===== src/rtl/alu_pkg.sv =====
// Shared definitions for the ALU request front-end: opcodes, FSM encoding, result width.
package alu_pkg;

  localparam logic [1:0] OP_ADD = 2'b00;
  localparam logic [1:0] OP_SUB = 2'b01;
  localparam logic [1:0] OP_MUL = 2'b10;
  localparam logic [1:0] OP_DIV = 2'b11;

  localparam int unsigned ST_W = 2;
  localparam logic [1:0] ST_IDLE  = 2'b00;
  localparam logic [1:0] ST_ISSUE = 2'b01;
  localparam logic [1:0] ST_WAIT  = 2'b10;
  localparam logic [1:0] ST_RESP  = 2'b11;

  function automatic int unsigned res_width(input int unsigned w);
    return 2 * w;
  endfunction

endpackage


===== src/rtl/alu_rr_pick.sv =====
// Combinational round-robin pick: first set request at or above ptr, else lowest below it.
module alu_rr_pick #(
  parameter  int unsigned NREQ = 2,
  localparam int unsigned IW   = $clog2(NREQ)
) (
  input  logic [NREQ-1:0] req,
  input  logic [IW-1:0]   ptr,
  output logic [IW-1:0]   win_idx_c,
  output logic            win_vld_c
);

  logic          hi_vld;
  logic          lo_vld;
  logic [IW-1:0] hi_idx;
  logic [IW-1:0] lo_idx;

  // Descending scan so the lowest qualifying index in each half wins.
  always_comb begin
    hi_vld = 1'b0;
    lo_vld = 1'b0;
    hi_idx = '0;
    lo_idx = '0;
    for (int i = int'(NREQ) - 1; i >= 0; i--) begin
      if (req[i]) begin
        if (IW'(i) >= ptr) begin
          hi_vld = 1'b1;
          hi_idx = IW'(i);
        end else begin
          lo_vld = 1'b1;
          lo_idx = IW'(i);
        end
      end
    end
  end

  assign win_vld_c = hi_vld | lo_vld;
  assign win_idx_c = hi_vld ? hi_idx : lo_idx;

endmodule


===== src/rtl/alu_req_arbiter.sv =====
// Shares one multi-cycle ALU core between NREQ requesters: round-robin grant,
// operand latch, bgn/stop handshake with the core, and timeout abort.
module alu_req_arbiter
  import alu_pkg::*;
#(
  parameter int unsigned NREQ    = 2,
  parameter int unsigned W       = 8,
  parameter int unsigned TIMEOUT = 64
) (
  input  logic                clk,
  input  logic                rst_b,
  input  logic [NREQ-1:0]     req,
  input  logic [2*NREQ-1:0]   req_op,
  input  logic [W*NREQ-1:0]   req_a,
  input  logic [W*NREQ-1:0]   req_b,
  output logic [NREQ-1:0]     done,
  output logic                err,
  output logic [2*W-1:0]      result,
  output logic                busy,
  output logic                alu_bgn,
  output logic [1:0]          alu_op,
  output logic [W-1:0]        alu_a,
  output logic [W-1:0]        alu_b,
  input  logic                alu_stop,
  input  logic [2*W-1:0]      alu_result
);

  localparam int unsigned IW = $clog2(NREQ);
  localparam int unsigned CW = $clog2(TIMEOUT);
  localparam int unsigned RW = res_width(W);

  logic [ST_W-1:0] state, state_nxt;
  logic [IW-1:0]   ptr, ptr_nxt;
  logic [IW-1:0]   grant, grant_nxt;
  logic [CW-1:0]   cnt, cnt_nxt;
  logic [NREQ-1:0] done_nxt;
  logic            err_nxt;
  logic [RW-1:0]   result_nxt;
  logic            busy_nxt;
  logic            bgn_nxt;
  logic [1:0]      op_nxt;
  logic [W-1:0]    a_nxt;
  logic [W-1:0]    b_nxt;

  logic [IW-1:0]   win_idx_c;
  logic            win_vld_c;
  logic [NREQ-1:0] grant_oh;
  logic [1:0]      op_arr [NREQ];
  logic [W-1:0]    a_arr  [NREQ];
  logic [W-1:0]    b_arr  [NREQ];

  alu_rr_pick #(.NREQ(NREQ)) u_pick (
    .req       (req),
    .ptr       (ptr),
    .win_idx_c (win_idx_c),
    .win_vld_c (win_vld_c)
  );

  // Unpack the per-requester buses for indexed selection.
  always_comb begin
    for (int i = 0; i < int'(NREQ); i++) begin
      op_arr[i]   = req_op[2*i +: 2];
      a_arr[i]    = req_a[W*i +: W];
      b_arr[i]    = req_b[W*i +: W];
      grant_oh[i] = (grant == IW'(i));
    end
  end

  // Next-state and next-output logic; outputs take the value of the state being entered.
  always_comb begin
    state_nxt  = state;
    ptr_nxt    = ptr;
    grant_nxt  = grant;
    cnt_nxt    = cnt;
    op_nxt     = alu_op;
    a_nxt      = alu_a;
    b_nxt      = alu_b;
    done_nxt   = '0;
    err_nxt    = 1'b0;
    result_nxt = '0;
    case (state)
      ST_IDLE: begin
        if (win_vld_c) begin
          grant_nxt = win_idx_c;
          op_nxt    = op_arr[win_idx_c];
          a_nxt     = a_arr[win_idx_c];
          b_nxt     = b_arr[win_idx_c];
          state_nxt = ST_ISSUE;
        end
      end
      ST_ISSUE: begin
        cnt_nxt   = '0;
        state_nxt = ST_WAIT;
      end
      ST_WAIT: begin
        if (alu_stop) begin
          result_nxt = alu_result;
          done_nxt   = grant_oh;
          state_nxt  = ST_RESP;
        end else if (cnt == CW'(TIMEOUT - 1)) begin
          err_nxt   = 1'b1;
          done_nxt  = grant_oh;
          state_nxt = ST_RESP;
        end else begin
          cnt_nxt = cnt + CW'(1);
        end
      end
      ST_RESP: begin
        ptr_nxt   = (grant == IW'(NREQ - 1)) ? '0 : grant + IW'(1);
        state_nxt = ST_IDLE;
      end
      default: state_nxt = ST_IDLE;
    endcase
    bgn_nxt  = (state_nxt == ST_ISSUE);
    busy_nxt = (state_nxt != ST_IDLE);
  end

  always_ff @(posedge clk or negedge rst_b) begin
    if (!rst_b) begin
      state   <= ST_IDLE;
      ptr     <= '0;
      grant   <= '0;
      cnt     <= '0;
      done    <= '0;
      err     <= 1'b0;
      result  <= '0;
      busy    <= 1'b0;
      alu_bgn <= 1'b0;
      alu_op  <= '0;
      alu_a   <= '0;
      alu_b   <= '0;
    end else begin
      state   <= state_nxt;
      ptr     <= ptr_nxt;
      grant   <= grant_nxt;
      cnt     <= cnt_nxt;
      done    <= done_nxt;
      err     <= err_nxt;
      result  <= result_nxt;
      busy    <= busy_nxt;
      alu_bgn <= bgn_nxt;
      alu_op  <= op_nxt;
      alu_a   <= a_nxt;
      alu_b   <= b_nxt;
    end
  end

endmodule

===== config.mk =====
export PLATFORM = sky130hd
export DESIGN_NAME = alu_req_arbiter
export DESIGN_NICKNAME = d
export VERILOG_FILES = /design/src/rtl/alu_pkg.sv /design/src/rtl/alu_rr_pick.sv /design/src/rtl/alu_req_arbiter.sv
export SDC_FILE = /design/constraint.sdc
export NUM_CORES = 1
export LEC_CHECK = 0
export BUFFER_PORTS_ARGS = -buffer_cell sky130_fd_sc_hd__buf_4
export CORE_AREA = 2 2 65 91
export DETAILED_ROUTE_END_ITERATION = 10
export DIE_AREA = 0 0 67 93
export GPL_ROUTABILITY_DRIVEN = 0
export PLACE_DENSITY = 0.74
export SYNTH_ARGS = -nofsm -noshare
export SYNTH_HDL_FRONTEND = slang
export SYNTH_SLANG_ARGS = --single-unit

===== constraint.sdc =====
create_clock -name clk -period 1.6 [get_ports clk]
set_clock_uncertainty 0.2 [all_clocks]
set_input_delay 0.4 -clock clk [delete_from_list [all_inputs] [get_ports clk]]
set_output_delay 0.4 -clock clk [all_outputs]
set_load 0.05 [all_outputs]

==> results.md, run 1 <==
- Num CTS Buffers: 5
- Commonest cells after routing, fill and taps aside: buf_4 (115), dfrtp_1 (49), nor2_1 (22)
- CTS tree: done
- H-tree levels: 2
- Worst VDD drop: approximately 0.00073 V
- Tcrit/Tclk final: a little over nine tenths
- Ratio of cells with drive above 1 in the final layout: between 40% and 50%
- Die W: approximately 67 um
- Final min period: about 1.6 ns
- I/O pin cnt: 96
- Distinct cells, synth: 36
- Inst Count DP: ~380
- DR vias: ~2000
- Core box area: 0.00545 mm^2
- Final WL: approximately 6 mm
- Clk Latency, worst-skew pair: ~0.30 ns
- DRT antenna net count: 0
- Post-Place Setup Slack: -0.0322 ns
- Initial Util: about 41%
- Num rows: 32
- Setup ws final: between 0.02 and 0.025 ns
- Register area share after synthesis: a little under three fifths
- Leading cell type in the layout, fill and taps excluded: buf_4
- Setup crit end kind: flop
- Pin count of the biggest net entering global routing: 38
- Setup CP Type: flop to flop
- # port buffers: 95
- Initial antenna violation count: 0
- Die Ht: approximately 93 um
- Clk buf depth: 2
- CTS clk-pin slew, worst paths: 0.09 ns
- GRT Resource Usage Total: between 10% and 20%
- CTS root buffer: clkbuf_8
- Clk sinks: between 40 and 50
- CP Max Fanout: 3
- Cells after Synth: 210
- Yosys Warn Count: 0
- Vias in the first global route: a little under 2000
- 1st-pass router iterations: 4
- Layout Nets: 386
- Max cap viols: 0
- Worst Hold Launch: alu_result[5]
- Fin cells: slightly below 400
- Worst hold-check path type: input pin to flop
- Syn Nets: about 270
- Syn avg cell area: approximately 11 um^2
- End of the worst hold path: result[5]
- Leak: 1.66 nW
- Pwr dens: between 1500 and 2000 mW/mm^2
- Post-DP Area: about 0.0031 mm^2
- Tot Pwr: slightly above 6 mW
- Post-synth design cell area: about 0.0022 mm^2
- Layout area overhead: 52.0%
- RR Endpoint: busy
- Total grt overflow: 0
- First-pass GRT wire length: roughly 9 mm
- Outcome: finished clean
- Relative slew slack: 65.7%
- Final hold vios: 0
- Die area: a little over 0.006 mm^2
- Final instance area: between 0.003 and 0.004 mm^2
- Final Setup Violations: 0
- Reg2reg start: state[1]
- Crit path required time: 1.59 ns
- WHS Path Cells: 2
- Via/cell ratio: ~5.2
- Reg2Reg Setup Slack: 0.02 ns
- Routed wire length per instance: around 15 um
- DP Wirelength: 4.13 mm
- DR iter-0 viols: approximately 100
- Worst-case reg-to-reg path depth: 5
- Fill count: about 470
- Final Max Slew Viols: 0
- Post-synthesis register bit count: 49
- Ant. Diodes: 0
- DRC Markers: 0
- CP startpoint kind: flop
- WP data arrival: about 1.6 ns
- Worst-Margin Slew: approximately 0.51 ns
- RSZ-0062 raised after global routing: yes
- FMAX: about 0.63 GHz
## timing repair
action / in CTS / in global routing
pin swaps: 0 / 4
cloned: 0 / 2
hold buffers: 1 / 0
endpoints found under the setup margin: 4 / 27
resized for setup: 8 / 10
setup buffers: 1 / 1
hold endpoints to repair: 18 / 0
## where the power goes
part           switching, mW  internal, mW  leakage [nW]
Clock                  0.422         0.311        0.0445
Combinational           2.17          1.35          1.01
Sequential             0.200          1.64         0.613
## logic make-up after synthesis
group,Yosys count,share of synthesized area [%]
AOI/OAI and AO/OA,60,16.6
and+or+nand+nor,73,20.1
adders and majority gates,6,3.40
DFF,49,55.6
buffers and inverters,22,4.36
## critical path, stage by stage (launching register included)
cell and delay (ns):
dfrtp_1 0.41, inv_2 0.10, ha_4 0.13, or4b_4 0.46, o21ai_4 0.10, o21bai_2 0.07
## per-layer routing
layer | global-route usage (%) | vias to the layer above | share of wire (%)
li1 | - | 981 | -
met1 | 21.7 | 983 | 38
met2 | 32.9 | 63 | 55
met3 | 3.73 | 7 | 5.2
met4 | 8.33 | 0 | 2.1
met5 | 0 | - | 0
## cells in the mapped netlist
cell type,instances,area (um^2)
dfrtp_1,49,1230
nor2_1,22,82.6
a31oi_1,20,125
nand3b_1,19,143
and3_1,18,113
o21ai_0,18,90.1
a21oi_1,10,50.1
clkbuf_1,9,33.8
inv_1,7,26.3
ha_1,6,75.1
buf_2,5,25.0
a211oi_1,2,15.0
nand2_1,2,7.51
a211o_1,1,8.76
a21boi_0,1,7.51
a221o_1,1,10.0
a311oi_1,1,8.76
and2_1,1,6.26
and2b_2,1,8.76
and3b_1,1,8.76
and4_1,1,8.76
and4_2,1,10.0
and4b_1,1,10.0
buf_6,1,11.3
nand2_2,1,6.26
nor2b_1,1,6.26
nor3_1,1,5.00
nor3b_1,1,7.51
o21a_1,1,7.51
o21ai_2,1,8.76
o21bai_2,1,11.3
o22ai_1,1,6.26
o2bb2ai_1,1,8.76
o32ai_1,1,8.76
or3_1,1,6.26
or4b_4,1,13.8
## state kept, by name, indices dropped and copies added (netlist names)
register / cells
alu_b: 8
err: 1
ptr: 1
alu_bgn: 1
result: 16
busy: 1
done: 2
cnt: 6
grant: 1
state: 2
alu_a: 8
alu_op: 2
## per-stage QoR
stage	util [%]	hold slack [ns]	TNS [ns]
floorplan	-	-0.0956	0
global placement	57.3	0.106	-0.0336
detailed placement	57.3	0.108	-0.122
CTS	59.9	0.116	0
global route	61.6	0.114	-0.109
finish	61.6	0.129	0
## worst max path at each step
stage	start	cells after the start	slack (ns)	endpoint
5_1_grt	state[1]	5	-0.05	busy
4_1_cts	cnt[1]	5	0.001	cnt[1]
6_report	state[1]	5	0.02	busy
3_5_place_dp	state[1]	5	-0.03	alu_bgn
2_1_floorplan	state[0]	5	0.01	busy
3_3_place_gp	state[1]	5	-0.02	busy
## layout make-up
cell class                      count  area, um^2  area share, %
Clock buffer                        5        68.8           2.05
Clock inverter                      3        21.3          0.634
Inverter                            7        26.3          0.783
Multi-Input combinational cell    139         953           28.4
Sequential cell                    49        1230           36.5
Tap cell                           68        85.1           2.54
Timing Repair Buffer              121         975           29.0
Note: power is estimated with default switching activity, not from simulation.
==> run 2, diff against run 1 <==
- BUFFER_PORTS_ARGS: -buffer_cell sky130_fd_sc_hd__buf_4 -> unset
- CORE_AREA: 2 2 65 91 -> 2 2 60 84
- DIE_AREA: 0 0 67 93 -> 0 0 62 86
- DONT_BUFFER_PORTS: unset -> 1
- GPL_ROUTABILITY_DRIVEN: 0 -> unset
- PLACE_DENSITY: 0.74 -> 0.66
==> run 2 against run 1 <==
Against the previous run:
- the flow now finishes with violations (negative hold slack, negative setup slack)
- largest power group is now registers
- clock power increased by 6.4%
- final cell count fell by 27%
- first-iteration DRC count is 41% higher
- setup slack worse by 0.063 ns
- register-to-register slack worse by 0.06 ns
- power grew 2.3%
- critical path type unchanged
- critical path depth unchanged
- largest cell class unchanged
- core utilization rose by 1.2 points
- sequential cell count did not move
- global-route usage is 1.5 points higher
==> results.md, run 2 (synthesis results as in run 1) <==
- Total grt overflow: 0
- Num rows: 29
- Leading cell type in the layout, fill and taps excluded: dfrtp_1
- Tcrit/Tclk final: 103%
- P_int: 3.21 mW
- Final min period: roughly 1.6 ns
- CP Max Fanout: 4
- RePlAce Congestion: around 0.79
- 1st-pass router iterations: 4
- Ant. Diodes: 0
- Tot Pwr: between 6 and 7 mW
- Final Setup Violations: 9
- Num CTS Buffers: 5
- Pin count of the biggest net entering global routing: 50
- Ratio of cells with drive above 1 in the final layout: around 36%
- Commonest cells after routing, fill and taps aside: dfrtp_1 (39), nand3b_1 (19), and3_1 (18), o21ai_0 (18), a31oi_1 (13)
- Max cap viols: 0
- Core box area: 0.00454 mm^2
- Clk buf depth: 2
- DP Wirelength: about 3.4 mm
- CTS root buffer: clkbuf_8
- Final WL: between 5 and 6 mm
- Crit path required time: ~1.6 ns
- Max reg flops: 16
- WP data arrival: between 1.5 and 2 ns
- Inst Count DP: 269
- Clk Latency, worst-skew pair: 0.30 ns
- Leak: 1.21 nW
- Worst hold-check path type: input pin to async pin
- Initial antenna violation count: 0
- Final Hold Slack: -0.421 ns
- Failing checks: negative hold slack, negative setup slack
- DRT antenna net count: 0
- H-tree levels: 2
- CTS tree: done
- CP startpoint kind: flop
- Worst VDD drop: a little over 0.0009 V
- Clk pwr share: around 13%
- DRC Markers: 0
- DR iter-0 viols: around 140
- Largest regs: result: 16 flops, alu_a: 8 flops, alu_b: 8 flops
- Worst-Margin Slew: between 0.5 and 0.6 ns
- Routed wire length per instance: approximately 21 um
- Biggest register: result
- CTS Hold Bufs: 1
- Setup CP Type: flop to flop
- Comb pwr share: 37.4%
- Relative slew slack: approximately two thirds
- Via/cell ratio: 6.21
- Setup ws final: -0.0411 ns
- I/O pin cnt: 96
- # port buffers: 0
- Final Max Slew Viols: 0
- Final hold vios: 49
- Die W: between 60 and 70 um
- Final setup TNS: -0.159 ns
- RSZ-0062 raised after global routing: yes
- Initial Util: around half
- Fill count: between 300 and 400
- Die Ht: 86 um
- Die area: roughly 0.0053 mm^2
- Clk sinks: 49
- Layout Nets: 287
- Fin cells: 287
- Sw frac: 48.6%
- DR vias: between 1500 and 2000
- CTS clk-pin slew, worst paths: around 0.09 ns
- Outcome: finished with violations
- Register share of total power: 50.1%
- NetSw: between 3 and 4 mW
- Pwr dens: ~2200 mW/mm^2
- Layout area overhead: 29.0%
- Vias in the first global route: between 1500 and 2000
- First-pass GRT wire length: 8.01 mm
- Setup crit end kind: flop
- GRT Resource Usage Total: approximately a fifth
- FMAX: about 0.61 GHz
run 2: changes by cell type in the layout (fill, tap and decap cells not counted), sizes merged:
cell / change
and2b: +1
clkinv: -1
buf: -99
run 2: metal layers:
metal / up-vias / global-route usage [%] / share of wire [%]
met1: 894 / 20.3 / 37
met4: 0 / 7.54 / 2.2
met5: - / 0 / 0
met2: 85 / 37.7 / 55
li1: 789 / - / -
met3: 13 / 5.28 / 6.1
run 2: worst max-delay path: stages, from the launching register on:
cell	delay (ns)
dfrtp_1	0.40
buf_4	0.16
ha_4	0.17
and2_4	0.15
o2bb2ai_2	0.12
a221o_1	0.32
run 2: path summary, 6_finish.rpt:
kind	startpoint	endpoint	slack, ns	cells past startpoint
worst min-delay path	rst_b	alu_op[0]	-0.42	0
worst min register to register	grant	done[0]	0.25	1
min in group clk	alu_stop	result[10]	0.05	1
worst max-delay path	state[1]	cnt[0]	-0.04	5
max in group asynchronous	rst_b	alu_bgn	1.51	0
worst max register to register	state[1]	cnt[0]	-0.04	5
run 2: what timing repair did:
item / CTS / global route
setup endpoints to repair: 25 / 26
pin swaps: 1 / 2
gates cloned: 3 / 2
buffers inserted: 5 / 0
hold endpoints to repair: 50 / 49
resized for setup: 14 / 57
run 2: metrics by stage:
step	setup slack [ns]	instance area, um^2	utilization, %
final	-0.0411	2850	62.8
after detailed placement	-0.0692	2320	51.2
after global routing	-0.0810	2850	62.8
after floorplan	0.0129	2210	-
after global placement	-0.0320	2320	51.2
after CTS	-0.0318	2600	57.4
run 2: area by class of cell:
class | instances | area [um^2] | area share [%]
sequential | 49 | 1240 | 43.5
clock inverter | 2 | 16.3 | 0.571
multi-input combinational | 140 | 1160 | 40.7
inverter | 7 | 28.8 | 1.01
tap | 62 | 77.6 | 2.72
timing repair buffer | 21 | 245 | 8.61
clock buffer | 6 | 82.6 | 2.90
run 2: power by group through the flow:
| stage | Clock, mW | Combinational, mW | Sequential (mW) |
|---|---|---|---|
| after floorplan | 0 | 0.985 | 2.98 |
| after global placement | 0 | 1.26 | 3.03 |
| after detailed placement | 0 | 1.35 | 3.04 |
| after CTS | 0.799 | 1.80 | 3.01 |
| after global routing | 0.847 | 2.53 | 3.17 |
| final | 0.780 | 2.34 | 3.12 |
